## config.mk

```make
export PLATFORM = sky130hd
export DESIGN_NAME = operand_sequencer
export DESIGN_NICKNAME = d
export VERILOG_FILES = /design/src/rtl/operand_sequencer_pkg.sv /design/src/rtl/operand_table.sv /design/src/rtl/operand_sequencer.sv
export SDC_FILE = /design/constraint.sdc
export NUM_CORES = 1
export LEC_CHECK = 0
export CAP_MARGIN = 5
export CELL_PAD_IN_SITES_DETAIL_PLACEMENT = 1
export CELL_PAD_IN_SITES_GLOBAL_PLACEMENT = 1
export CORE_AREA = 2 2 92 94
export CTS_CLUSTER_SIZE = 8
export DETAILED_ROUTE_END_ITERATION = 10
export DIE_AREA = 0 0 94 96
export PLACE_DENSITY_LB_ADDON = 0.1
export SKIP_CTS_REPAIR_TIMING = 1
export SLEW_MARGIN = 20
export SYNTH_ARGS = -nofsm -noshare
export SYNTH_HDL_FRONTEND = slang
export SYNTH_SLANG_ARGS = --single-unit
```

## constraint.sdc

```tcl
create_clock -name clock -period 4.3 [get_ports clock]
set_clock_uncertainty 0.2 [all_clocks]
set_input_delay 0.86 -clock clock [delete_from_list [all_inputs] [get_ports clock]]
set_output_delay 0.86 -clock clock [all_outputs]
set_load 0.03 [all_outputs]
```

## src/rtl/operand_sequencer_pkg.sv

```systemverilog
// Shared sizing defaults and FSM state encoding for the operand sequencer.
// No logic; constants and types only.
// Imported by the sequencer top and its table sub-module.
package operand_sequencer_pkg;

    localparam int DEF_DATA_W = 8;
    localparam int DEF_DEPTH  = 8;
    localparam int DEF_ADDR_W = 3;

    typedef enum logic {
        ST_IDLE = 1'b0,
        ST_PLAY = 1'b1
    } state_t;

endpackage

```

## src/rtl/operand_table.sv

```systemverilog
// Operand storage: DEPTH x DATA_W register array cleared by reset.
// Write lands at the clock edge; read is combinational (0 cycles).
// No flow control; the caller gates the write strobe.
module operand_table
    import operand_sequencer_pkg::*;
#(
    parameter int DATA_W = DEF_DATA_W,
    parameter int DEPTH  = DEF_DEPTH,
    parameter int ADDR_W = DEF_ADDR_W
) (
    input  logic              clock,
    input  logic              reset,
    input  logic              we,
    input  logic [ADDR_W-1:0] wr_addr,
    input  logic [DATA_W-1:0] wr_data,
    input  logic [ADDR_W-1:0] rd_addr,
    output logic [DATA_W-1:0] rd_data
);

    logic [DATA_W-1:0] mem [DEPTH];

    // Clear every entry on reset, otherwise take the gated write.
    always_ff @(posedge clock) begin
        if (reset) begin
            for (int i = 0; i < DEPTH; i++) begin
                mem[i] <= '0;
            end
        end else if (we) begin
            mem[wr_addr] <= wr_data;
        end
    end

    assign rd_data = mem[rd_addr];

endmodule

```

## src/rtl/operand_sequencer.sv

```systemverilog
// Plays a loaded operand table out over a valid/ready stream, optionally looping.
// First word is valid 1 cycle after an accepted start; then one word per transfer.
// out_ready low holds out_data and index stable; abort drops valid the next cycle.
module operand_sequencer
    import operand_sequencer_pkg::*;
#(
    parameter int DATA_W = DEF_DATA_W,
    parameter int DEPTH  = DEF_DEPTH,
    parameter int ADDR_W = DEF_ADDR_W
) (
    input  logic              clock,
    input  logic              reset,
    input  logic              wr_en,
    input  logic [ADDR_W-1:0] wr_addr,
    input  logic [DATA_W-1:0] wr_data,
    input  logic [ADDR_W:0]   len,
    input  logic              loop,
    input  logic              start,
    input  logic              abort,
    output logic [DATA_W-1:0] out_data,
    output logic              out_valid,
    input  logic              out_ready,
    output logic              busy,
    output logic              done
);

    localparam logic [ADDR_W:0] LEN_MAX = (ADDR_W+1)'(DEPTH);

    state_t            state_q, state_d;
    logic [ADDR_W-1:0] idx_q, idx_d;
    logic [ADDR_W:0]   len_q, len_d;
    logic              loop_q, loop_d;
    logic              valid_d, busy_d, done_d;
    logic              data_ld;
    logic [ADDR_W-1:0] rd_addr;
    logic [DATA_W-1:0] rd_data;
    logic [ADDR_W:0]   len_c;
    logic              last;
    logic              table_we;

    // Requests beyond the table size play the whole table once.
    assign len_c    = (len > LEN_MAX) ? LEN_MAX : len;
    // Compared in ADDR_W+1 bits so a full-table run ends at index DEPTH-1.
    assign last     = ({1'b0, idx_q} == (len_q - (ADDR_W+1)'(1)));
    // The table is frozen while a run is in progress.
    assign table_we = wr_en && (state_q == ST_IDLE);

    operand_table #(
        .DATA_W (DATA_W),
        .DEPTH  (DEPTH),
        .ADDR_W (ADDR_W)
    ) u_table (
        .clock   (clock),
        .reset   (reset),
        .we      (table_we),
        .wr_addr (wr_addr),
        .wr_data (wr_data),
        .rd_addr (rd_addr),
        .rd_data (rd_data)
    );

    // Next-state, index and output decisions; registered below.
    always_comb begin
        state_d = state_q;
        idx_d   = idx_q;
        len_d   = len_q;
        loop_d  = loop_q;
        valid_d = out_valid;
        busy_d  = busy;
        done_d  = 1'b0;
        data_ld = 1'b0;
        rd_addr = idx_q;
        case (state_q)
            ST_IDLE: begin
                if (start && !abort) begin
                    if (len_c == '0) begin
                        done_d = 1'b1;
                    end else begin
                        state_d = ST_PLAY;
                        idx_d   = '0;
                        len_d   = len_c;
                        loop_d  = loop;
                        valid_d = 1'b1;
                        busy_d  = 1'b1;
                        data_ld = 1'b1;
                        rd_addr = '0;
                    end
                end
            end
            ST_PLAY: begin
                if (abort) begin
                    state_d = ST_IDLE;
                    valid_d = 1'b0;
                    busy_d  = 1'b0;
                end else if (out_valid && out_ready) begin
                    if (!last) begin
                        idx_d   = idx_q + ADDR_W'(1);
                        rd_addr = idx_q + ADDR_W'(1);
                        data_ld = 1'b1;
                    end else if (loop_q) begin
                        idx_d   = '0;
                        rd_addr = '0;
                        data_ld = 1'b1;
                    end else begin
                        state_d = ST_IDLE;
                        valid_d = 1'b0;
                        busy_d  = 1'b0;
                        done_d  = 1'b1;
                    end
                end
            end
            default: begin
                state_d = ST_IDLE;
                valid_d = 1'b0;
                busy_d  = 1'b0;
            end
        endcase
    end

    // State and registered outputs; out_data only changes when a new word loads.
    always_ff @(posedge clock) begin
        if (reset) begin
            state_q   <= ST_IDLE;
            idx_q     <= '0;
            len_q     <= '0;
            loop_q    <= 1'b0;
            out_valid <= 1'b0;
            busy      <= 1'b0;
            done      <= 1'b0;
            out_data  <= '0;
        end else begin
            state_q   <= state_d;
            idx_q     <= idx_d;
            len_q     <= len_d;
            loop_q    <= loop_d;
            out_valid <= valid_d;
            busy      <= busy_d;
            done      <= done_d;
            if (data_ld) begin
                out_data <= rd_data;
            end
        end
    end

endmodule

```

# After elaboration in Yosys (flattened, before gate mapping)
# Memories as Yosys holds them, arrays and structs flattened. A register that Yosys moved wholly into a read port is not among the register bits.
# Cells that the tools add are included.
[op_classes]
n_addsub = 2
mul = 0
div_mod_pow = 0
magnitude_cmp = 1
eq_ne = 6
shift = 0
muxes = 40
bitwise_logic = 2
reduce_logical = 8
[ops]
columns = ["op", "count"]
rows = [
  ["1-bit 2-to-1 mux", 26],
  ["3-bit 2-to-1 mux", 7],
  ["8-bit 2-to-1 mux", 1],
  ["1-bit one-hot mux with 2 select lines", 4],
  ["8-bit OR reduction", 1],
  ["3-bit by 2-bit != test with 1-bit output, second input constant", 2],
  ["3-bit one-hot mux with 2 select lines", 1],
  ["5-bit AND reduction", 1],
  ["3-bit by 4-bit == test with 1-bit output", 1],
  ["4-bit greater-than comparator, second input constant", 1],
  ["4-bit zero test", 1],
  ["4-bit 2-to-1 mux", 1],
  ["4-bit by 1-bit subtractor with 4-bit output, second input constant", 1],
  ["3-bit by 1-bit adder with 3-bit output, second input constant", 1],
  ["1-bit logical AND", 3],
  ["3-bit != test, second input constant", 1],
  ["3-bit AND reduction", 1],
  ["2-bit by 1-bit != test with 1-bit output, second input constant", 1],
  ["2-bit != test, second input constant", 1],
  ["1-bit NOT", 2],
  ["1-bit zero test", 1],
]
[word_totals]
register_bits = 11
latch_bits = 0
ramBits = 64
rom_bits = 0
in_bits = 22
elab_cells = 66
memories = 1
[memory_table]
columns = ["memory", "words", "width", "rd", "rd_ports_with_merged_regs", "write_ports", "line_no", "source"]
rows = [
  ["u_table.mem", 8, 8, 1, 1, 8, "operand_table.sv:20", "logic [DATA_W-1:0] mem [DEPTH];"],
]

# Longest topological paths before layout
# Gate-level depths: netlist of run 1.
[logic_depth]
depth_word = 7
ltp_mapped = 10

# By module
# From an unflattened synthesis of run 1, not the netlist that was laid out.
[unflattened]
hier_cells = 303
area_unflattened_um2 = 3960.0
[by_module_without_submodules]
columns = ["module", "n_inst", "cells_per_inst", "area_per_inst_um2"]
rows = [
  ["operand_table", 1, 193, 2991.6],
  ["operand_sequencer", 1, 110, 968.4],
]

# Worst setup path before layout of run 1
# OpenSTA, ideal clock, no wires.
[synth_path]
path_kind = "input to register"
start = "in wr_addr[0]"
end = "mem u_table.mem[2][0] (netlist bit) (enable)"
setup_ns = 0.384
arrival_time_ns = 2.294
setup_slack_ns = 1.421
path_stages = 3
path_buffers = 1
path_cell_list = "or4b_2 > clkbuf_1 > o21ai_0"
[synth_rtl]
columns = ["item", "line_no", "source"]
rows = [
  ["start, declared", "operand_sequencer.sv:14", "input logic [ADDR_W-1:0] wr_addr,"],
  ["end, declared", "operand_table.sv:20", ""],
]

# Final worst setup path of run 1
[layout_path]
start = "in abort"
end = "reg out_data[1], read port of u_table.mem"
[layout_between]
elab_chain_len = 4
[layout_lines]
columns = ["item", "line_no", "source"]
rows = [
  ["start, declared", "operand_sequencer.sv:19", "input logic abort,"],
  ["1-bit zero test", "operand_sequencer.sv:75", "if (start && !abort) begin"],
  ["1-bit logical AND", "operand_sequencer.sv:75", ""],
  ["3-bit 2-to-1 mux / 1-bit 2-to-1 mux (equally long branches)", "operand_sequencer.sv:75", ""],
  ["3-bit one-hot mux with 2 select lines / 1-bit one-hot mux with 2 select lines (equally long branches)", "n/a", ""],
  ["end, declared", "operand_sequencer.sv:20", "output logic [DATA_W-1:0] out_data,"],
]
# Parallel ways exist; a longest one is shown, timed or not.
# A chain may end at the register's enable or synchronous reset.

==> run summary, run 1 <==
====================================================================================
Final TNS setup                                                                 0 ps
Synth Flop Type                                                         sky130_fd_sc_hd__edfxtp_1
Post-synth EDFFs                                                                  64
Clk sinks                                                                         83
Area of placed instances                                                  4410 sq um
Post-Syn Area                                                             3940 sq um
Leading cell type in the layout, fill and taps excluded                 sky130_fd_sc_hd__and2_1
Type of the most critical hold path                                     register to register
Clock transition at the registers of the reported paths                        80 ps
Hold Path Stages                                                                   2
Type of the setup path with the least slack                             primary input to register
Top achievable clock speed                                                   307 MHz
Post-synthesis sequential element count                                           83
Slew Limit Headroom                                                            57.1%
CP max FO                                                                         31
Insertion delay of the later-clocked pin in the worst-skew pair               370 ps
Endpoint class of the critical path                                         register
Number of iterations in the first detailed-routing pass                            4
Cells on worst reg2reg path                                                       10
Global-route wire length before repair                                      15300 um
Leakage component of the power                                               1.86 nW
Overall routed net length                                                    9840 um
Mean routed wirelength per cell                                              20.6 um
DRT iter0 DRCs                                                                   143
Combined global-route utilization of all metal layers                          23.6%
Deepest level of the CTS H-tree                                                    3
Cell variety after synth                                                          46
Commonest non-fill, non-tap cells in the layout                         sky130_fd_sc_hd__and2_1 (65), sky130_fd_sc_hd__edfxtp_1 (64), sky130_fd_sc_hd__mux2i_1 (32), sky130_fd_sc_hd__clkdlybuf4s50_1 (32), sky130_fd_sc_hd__nor2_1 (23)
Crit share post-route                                                          75.9%
Final count of hold timing violations                                              0
N_diodes                                                                           0
Top cells by area in the synthesized netlist                            sky130_fd_sc_hd__edfxtp_1 (49%), sky130_fd_sc_hd__and2_1 (10%), sky130_fd_sc_hd__dfxtp_1 (9.7%), sky130_fd_sc_hd__mux2i_1 (8.1%), sky130_fd_sc_hd__nor2_1 (2.2%)
Number of global-route vias before repair                                       2737
Final #Nets                                                                      392
Adder and majority gate portion of the synthesized area                       0.636%
Synth top area share                                                           48.8%
Parity-gate share of the synthesized area counting xor and xnor cells          1.11%
TritonCTS clock tree                                                             yes
Power density cells                                                      367 nW/um^2
Number of buffer cells added on primary ports                                     32
Min Tclk post-route                                                          3260 ps
Total clock buffers created by CTS                                                 9
Arrival @ worst endpoint                                                     3370 ps
Final-report setup violation count                                                 0
Combinational family with the most area after synthesis                 simple AND/OR/NAND/NOR gates
Post-layout total power                                                      1.70 mW
Count of synthesis-stage warnings from yosys                                       0
DRC violation count after routing                                                  0
Total congestion overflow                                                          0
Post-synth net total                                                             347
Multiplexer share of the synthesized area                                      8.43%
Top Ports                                                                         33
Compound-Gate Fraction of Synth Area                                           9.03%
Least-Margin Pin Slew                                                         641 ps
Clock tree buffer depth                                                            2
Post-layout util                                                               57.5%
RSZ-0062 raised after global routing                                              no
Die boundary width                                                             94 um
Core Region                                                               8050 sq um
Req. time, crit path                                                         4410 ps
Simple logic cell fraction of the synthesized area                             20.3%
Via/cell ratio                                                                  5.53
Run status                                                              finished, final reports clean
Global placer's final weighted congestion                                      0.803
Placed wire-length estimate after detailed placement                         7130 um
Pin count of the biggest net entering global routing                              32
Initial antenna violation count                                                    0
Proportion of layout cells with a drive suffix above 1                         10.7%
DRT antenna net count                                                              0
Max cap viols                                                                      0
Total via count after detailed routing                                          2642
Clock Tree Root                                                         sky130_fd_sc_hd__clkbuf_8
Internal reg-to-reg setup slack                                              1170 ps
IR drop worst, VDD                                                            208 uV
Mean Syn Cell Area                                                        12.2 sq um
Nature of the critical path startpoint                                  primary input
Share of flip-flops with an asynchronous set or reset                             0%
Pins Over Slew Limit                                                               0
Rows                                                                              33
Chip height                                                                    96 um
Initial standard-cell utilization of the core                                  48.9%
Post-Layout Inst Area                                                     4630 sq um
Post-synthesis cell type with the largest combined area                 sky130_fd_sc_hd__edfxtp_1
Syn Inst Count                                                                   323
Area Overhead vs Synth                                                         17.7%
Fraction of the yosys area taken by sequential cells                           58.5%
Die area                                                                  9020 sq um
====================================================================================
-- stage by stage --
step           hold WS (ps)  instances  worst slack [ps]
3_3_place_gp            281        462               720
2_1_floorplan           257        323              1420
4_1_cts                 311        478              1030
3_5_place_dp            296        462               648
5_1_grt                 336        478               843
6_report                314        478              1040
-- critical path, stage by stage --
cell	delay, ps
sky130_fd_sc_hd__clkdlybuf4s50_1	500
sky130_fd_sc_hd__nor3b_2	390
sky130_fd_sc_hd__nand2b_1	140
sky130_fd_sc_hd__o211ai_2	120
sky130_fd_sc_hd__o2bb2ai_4	130
sky130_fd_sc_hd__buf_4	470
sky130_fd_sc_hd__mux2i_1	160
sky130_fd_sc_hd__a211oi_1	370
sky130_fd_sc_hd__and3_1	210
-- cells by family after synthesis --
family	Yosys count
adders and majority gates	2
AOI/OAI and AO/OA	44
buffers and inverters	14
and+or+nand+nor	142
muxes	33
xor gates and xnor gates	5
DFF	83
-- metal layers --
metal  track usage [%]  up-vias  share of wire (%)
met5                 0        -                  0
met4              6.28        0                1.1
met3              4.46       10                2.3
met2              39.8       46                 49
met1              31.5     1328                 47
li1                  -     1258                  -
-- final timing paths --
check / from / end
worst max-delay path: abort / out_data[1]$_SDFFE_PP0P_
worst min-delay path: len_q[1]$_SDFFE_PP0P_ / len_q[1]$_SDFFE_PP0P_
worst max register to register: len_q[0]$_SDFFE_PP0P_ / out_data[1]$_SDFFE_PP0P_
worst min register to register: len_q[1]$_SDFFE_PP0P_ / len_q[1]$_SDFFE_PP0P_
-- sequential cells by signal, summed over array words and instances (netlist names) --
name / cells
len_q: 4
loop_q: 1
out_data: 8
state_q: 1
idx_q: 3
busy: 1
u_table.mem: 64
done: 1
-- final cells by class --
type	instances	area (sq um)
fill	833	3420
sequential	83	2300
multi-input combinational	226	1560
timing repair buffer	43	403
clock buffer	11	141
tap	105	131
clock inverter	5	77.6
inverter	5	18.8
-- cell usage after synthesis, types with 2 or more instances --
master and instances:
sky130_fd_sc_hd__mux2i_1 32, sky130_fd_sc_hd__nand2_1 20, sky130_fd_sc_hd__and3_1 7, sky130_fd_sc_hd__edfxtp_1 64
sky130_fd_sc_hd__or2_2 2, sky130_fd_sc_hd__xor2_1 2, sky130_fd_sc_hd__a21oi_1 7, sky130_fd_sc_hd__o21ai_0 8
sky130_fd_sc_hd__dfxtp_1 19, sky130_fd_sc_hd__a211oi_1 7, sky130_fd_sc_hd__nor3_1 6, sky130_fd_sc_hd__xnor2_1 3
sky130_fd_sc_hd__clkbuf_1 3, sky130_fd_sc_hd__nand3b_1 3, sky130_fd_sc_hd__nor2_1 23, sky130_fd_sc_hd__a22oi_1 8
sky130_fd_sc_hd__buf_4 4, sky130_fd_sc_hd__nand4_1 2, sky130_fd_sc_hd__nand2b_1 6, sky130_fd_sc_hd__inv_1 4
sky130_fd_sc_hd__nor4_1 2, sky130_fd_sc_hd__o21a_1 2, sky130_fd_sc_hd__ha_1 2, sky130_fd_sc_hd__and2_1 65
-- report_power, final --
part | internal (mW) | switching, mW | total, mW
registers | 0.900 | 0.0200 | 0.919
logic | 0.0620 | 0.0871 | 0.149
clock network | 0.341 | 0.291 | 0.632
total | 1.30 | 0.398 | 1.70
Power figures use the tool's default switching activity.
==> run 2, diff against run 1 <==
CORE_AREA = 2 2 100 102   (was 2 2 92 94)
DIE_AREA = 0 0 102 104   (was 0 0 94 96)
clock period = 2.7 ns   (was 4.3 ns; I/O delays follow)
==> run 2 against run 1 <==
Net effect:
- total power up 50%
- flip-flop and latch count unchanged
- cell area up 6.8%
- first-iteration DRC count down 9.1%
- sequential share of layout area down 3.2 points
- global-route usage down 3.4 points
- die area up 18%
- critical path depth up 1
- largest cell class unchanged
- largest power group unchanged
==> run summary, run 2 (same netlist as run 1, synthesis figures left out) <==
==================================================================================
Area of placed instances                                                4710 sq um
TritonCTS clock tree                                                           yes
Req. time, crit path                                                       2790 ps
Pin count of the biggest net entering global routing                            22
Number of buffer cells added on primary ports                                   32
Commonest non-fill, non-tap cells in the layout                       sky130_fd_sc_hd__and2_1 (65), sky130_fd_sc_hd__edfxtp_1 (64), sky130_fd_sc_hd__buf_4 (45)
Combined global-route utilization of all metal layers                        20.2%
Leading cell type in the layout, fill and taps excluded               sky130_fd_sc_hd__and2_1
IR drop worst, VDD                                                          219 uV
DRT iter0 DRCs                                                                 130
Clock transition at the registers of the reported paths                      90 ps
Die area                                                               10600 sq um
Via/cell ratio                                                                5.04
Number of global-route vias before repair                                     2941
DRC violation count after routing                                                0
RSZ-0062 raised after global routing                                           yes
Endpoint class of the critical path                                       register
Final-report setup violation count                                               0
Core Region                                                             9550 sq um
Top achievable clock speed                                                 373 MHz
Final #Nets                                                                    427
Arrival @ worst endpoint                                                   2770 ps
Die boundary width                                                          102 um
Type of the most critical hold path                                   register to register
Hold Slack                                                                  302 ps
Proportion of layout cells with a drive suffix above 1                       19.9%
Crit share post-route                                                        99.4%
Initial antenna violation count                                                  1
Slew Limit Headroom                                                          72.1%
Post-Layout Inst Area                                                   4950 sq um
Deepest level of the CTS H-tree                                                  3
# fillers                                                                     1020
Nature of the critical path startpoint                                primary input
Placed wire-length estimate after detailed placement                       7750 um
Total via count after detailed routing                                        2726
Total area of multi-input combinational cells                           1610 sq um
Run status                                                            finished, final reports clean
Area Overhead vs Synth                                                       25.7%
Power density cells                                                    516 nW/um^2
Top Ports                                                                       33
Initial standard-cell utilization of the core                                41.2%
Mean routed wirelength per cell                                            18.7 um
CP max FO                                                                        5
Type of the setup path with the least slack                           primary input to register
Overall routed net length                                                 10100 um
Insertion delay of the later-clocked pin in the worst-skew pair             360 ps
Total clock buffers created by CTS                                               9
Min Tclk post-route                                                        2680 ps
Final count of hold timing violations                                            0
Max cap viols                                                                    0
Register with the highest flop count                                   u_table.mem
Flip-flop count of the largest register, all copies and words added             64
Leading registers by flop count                                       u_table.mem: 64 flops, out_data: 8 flops, len_q: 4 flops
Clk sinks                                                                       83
N_diodes                                                                         0
Worst setup timing slack at the placement stage                            -448 ps
Global-route wire length before repair                                    15900 um
Pins Over Slew Limit                                                             0
DRT antenna net count                                                            0
Global placer's final weighted congestion                                    0.743
Least-Margin Pin Slew                                                       417 ps
Clock tree buffer depth                                                          2
FF/Latch Area                                                           2300 sq um
Number of iterations in the first detailed-routing pass                          4
Leakage component of the power                                             2.01 nW
Total congestion overflow                                                        0
Clock Tree Root                                                       sky130_fd_sc_hd__clkbuf_8
Final critical-path setup slack                                            16.9 ps
Rows                                                                            36
Chip height                                                                 104 um
==================================================================================
==> run 2: changes by cell type in the layout (fill, tap and decap cells not counted), sizes merged <==
cell / before / now
buf: 11 / 46
inv: 5 / 8
bufinv: 2 / 0
clkbuf: 11 / 9
clkinv: 2 / 3
==> run 2: final cells by class <==
class                      count  share of cell area [%]
clock buffer                   9                    2.50
timing repair buffer          78                    13.7
inverter                       5                   0.379
clock inverter                 7                    1.01
tap                          133                    3.36
sequential                    83                    46.5
multi-input combinational    226                    32.5
==> run 2: per-stage QoR <==
| stage | setup TNS (ps) | instances | total power, mW | utilization, % |
|---|---|---|---|---|
| final | 0 | 541 | 2.55 | 51.8 |
| after global routing | -226 | 541 | 2.64 | 51.8 |
| after CTS | -106 | 540 | 2.56 | 51.2 |
| after detailed placement | -4550 | 524 | 1.76 | 49.4 |
| after global placement | -4860 | 524 | 1.75 | 49.4 |
| after floorplan | 0 | 323 | 1.60 | - |
==> run 2: critical path, stage by stage <==
cell and delay [ps]:
sky130_fd_sc_hd__clkdlybuf4s50_1 440, sky130_fd_sc_hd__nor4_2 310, sky130_fd_sc_hd__buf_4 170, sky130_fd_sc_hd__o22ai_1 50
sky130_fd_sc_hd__and3b_1 230, sky130_fd_sc_hd__o2bb2ai_4 160, sky130_fd_sc_hd__buf_4 180, sky130_fd_sc_hd__mux2i_1 150
sky130_fd_sc_hd__a211o_1 290, sky130_fd_sc_hd__and4bb_1 240
==> run 2: final timing paths <==
check	cells after the start	from	to	slack, ps
worst min register to register	2	len_q[3]$_SDFFE_PP0P_	len_q[3]$_SDFFE_PP0P_	300
worst min-delay path	2	len_q[3]$_SDFFE_PP0P_	len_q[3]$_SDFFE_PP0P_	300
worst max-delay path	10	len[3]	out_data[7]$_SDFFE_PP0P_	20
worst max register to register	10	len_q[0]$_SDFFE_PP0P_	out_data[2]$_SDFFE_PP0P_	90
==> run 2: per-layer routing <==
metal / up-vias / share of wire [%] / wire (um) / track usage [%]
met5: - / 0 / 0 / 0
met4: 0 / 1.8 / 180 / 5.81
met3: 12 / 4.1 / 416 / 3.36
met2: 52 / 51 / 5140 / 33.8
met1: 1334 / 43 / 4400 / 26.8
li1: 1328 / - / - / -
==> run 2: power by group <==
part	leakage, nW	switching [mW]	internal, mW
sequential	0.806	0.0266	1.43
combinational	1.12	0.148	0.121
clock	0.0857	0.483	0.340
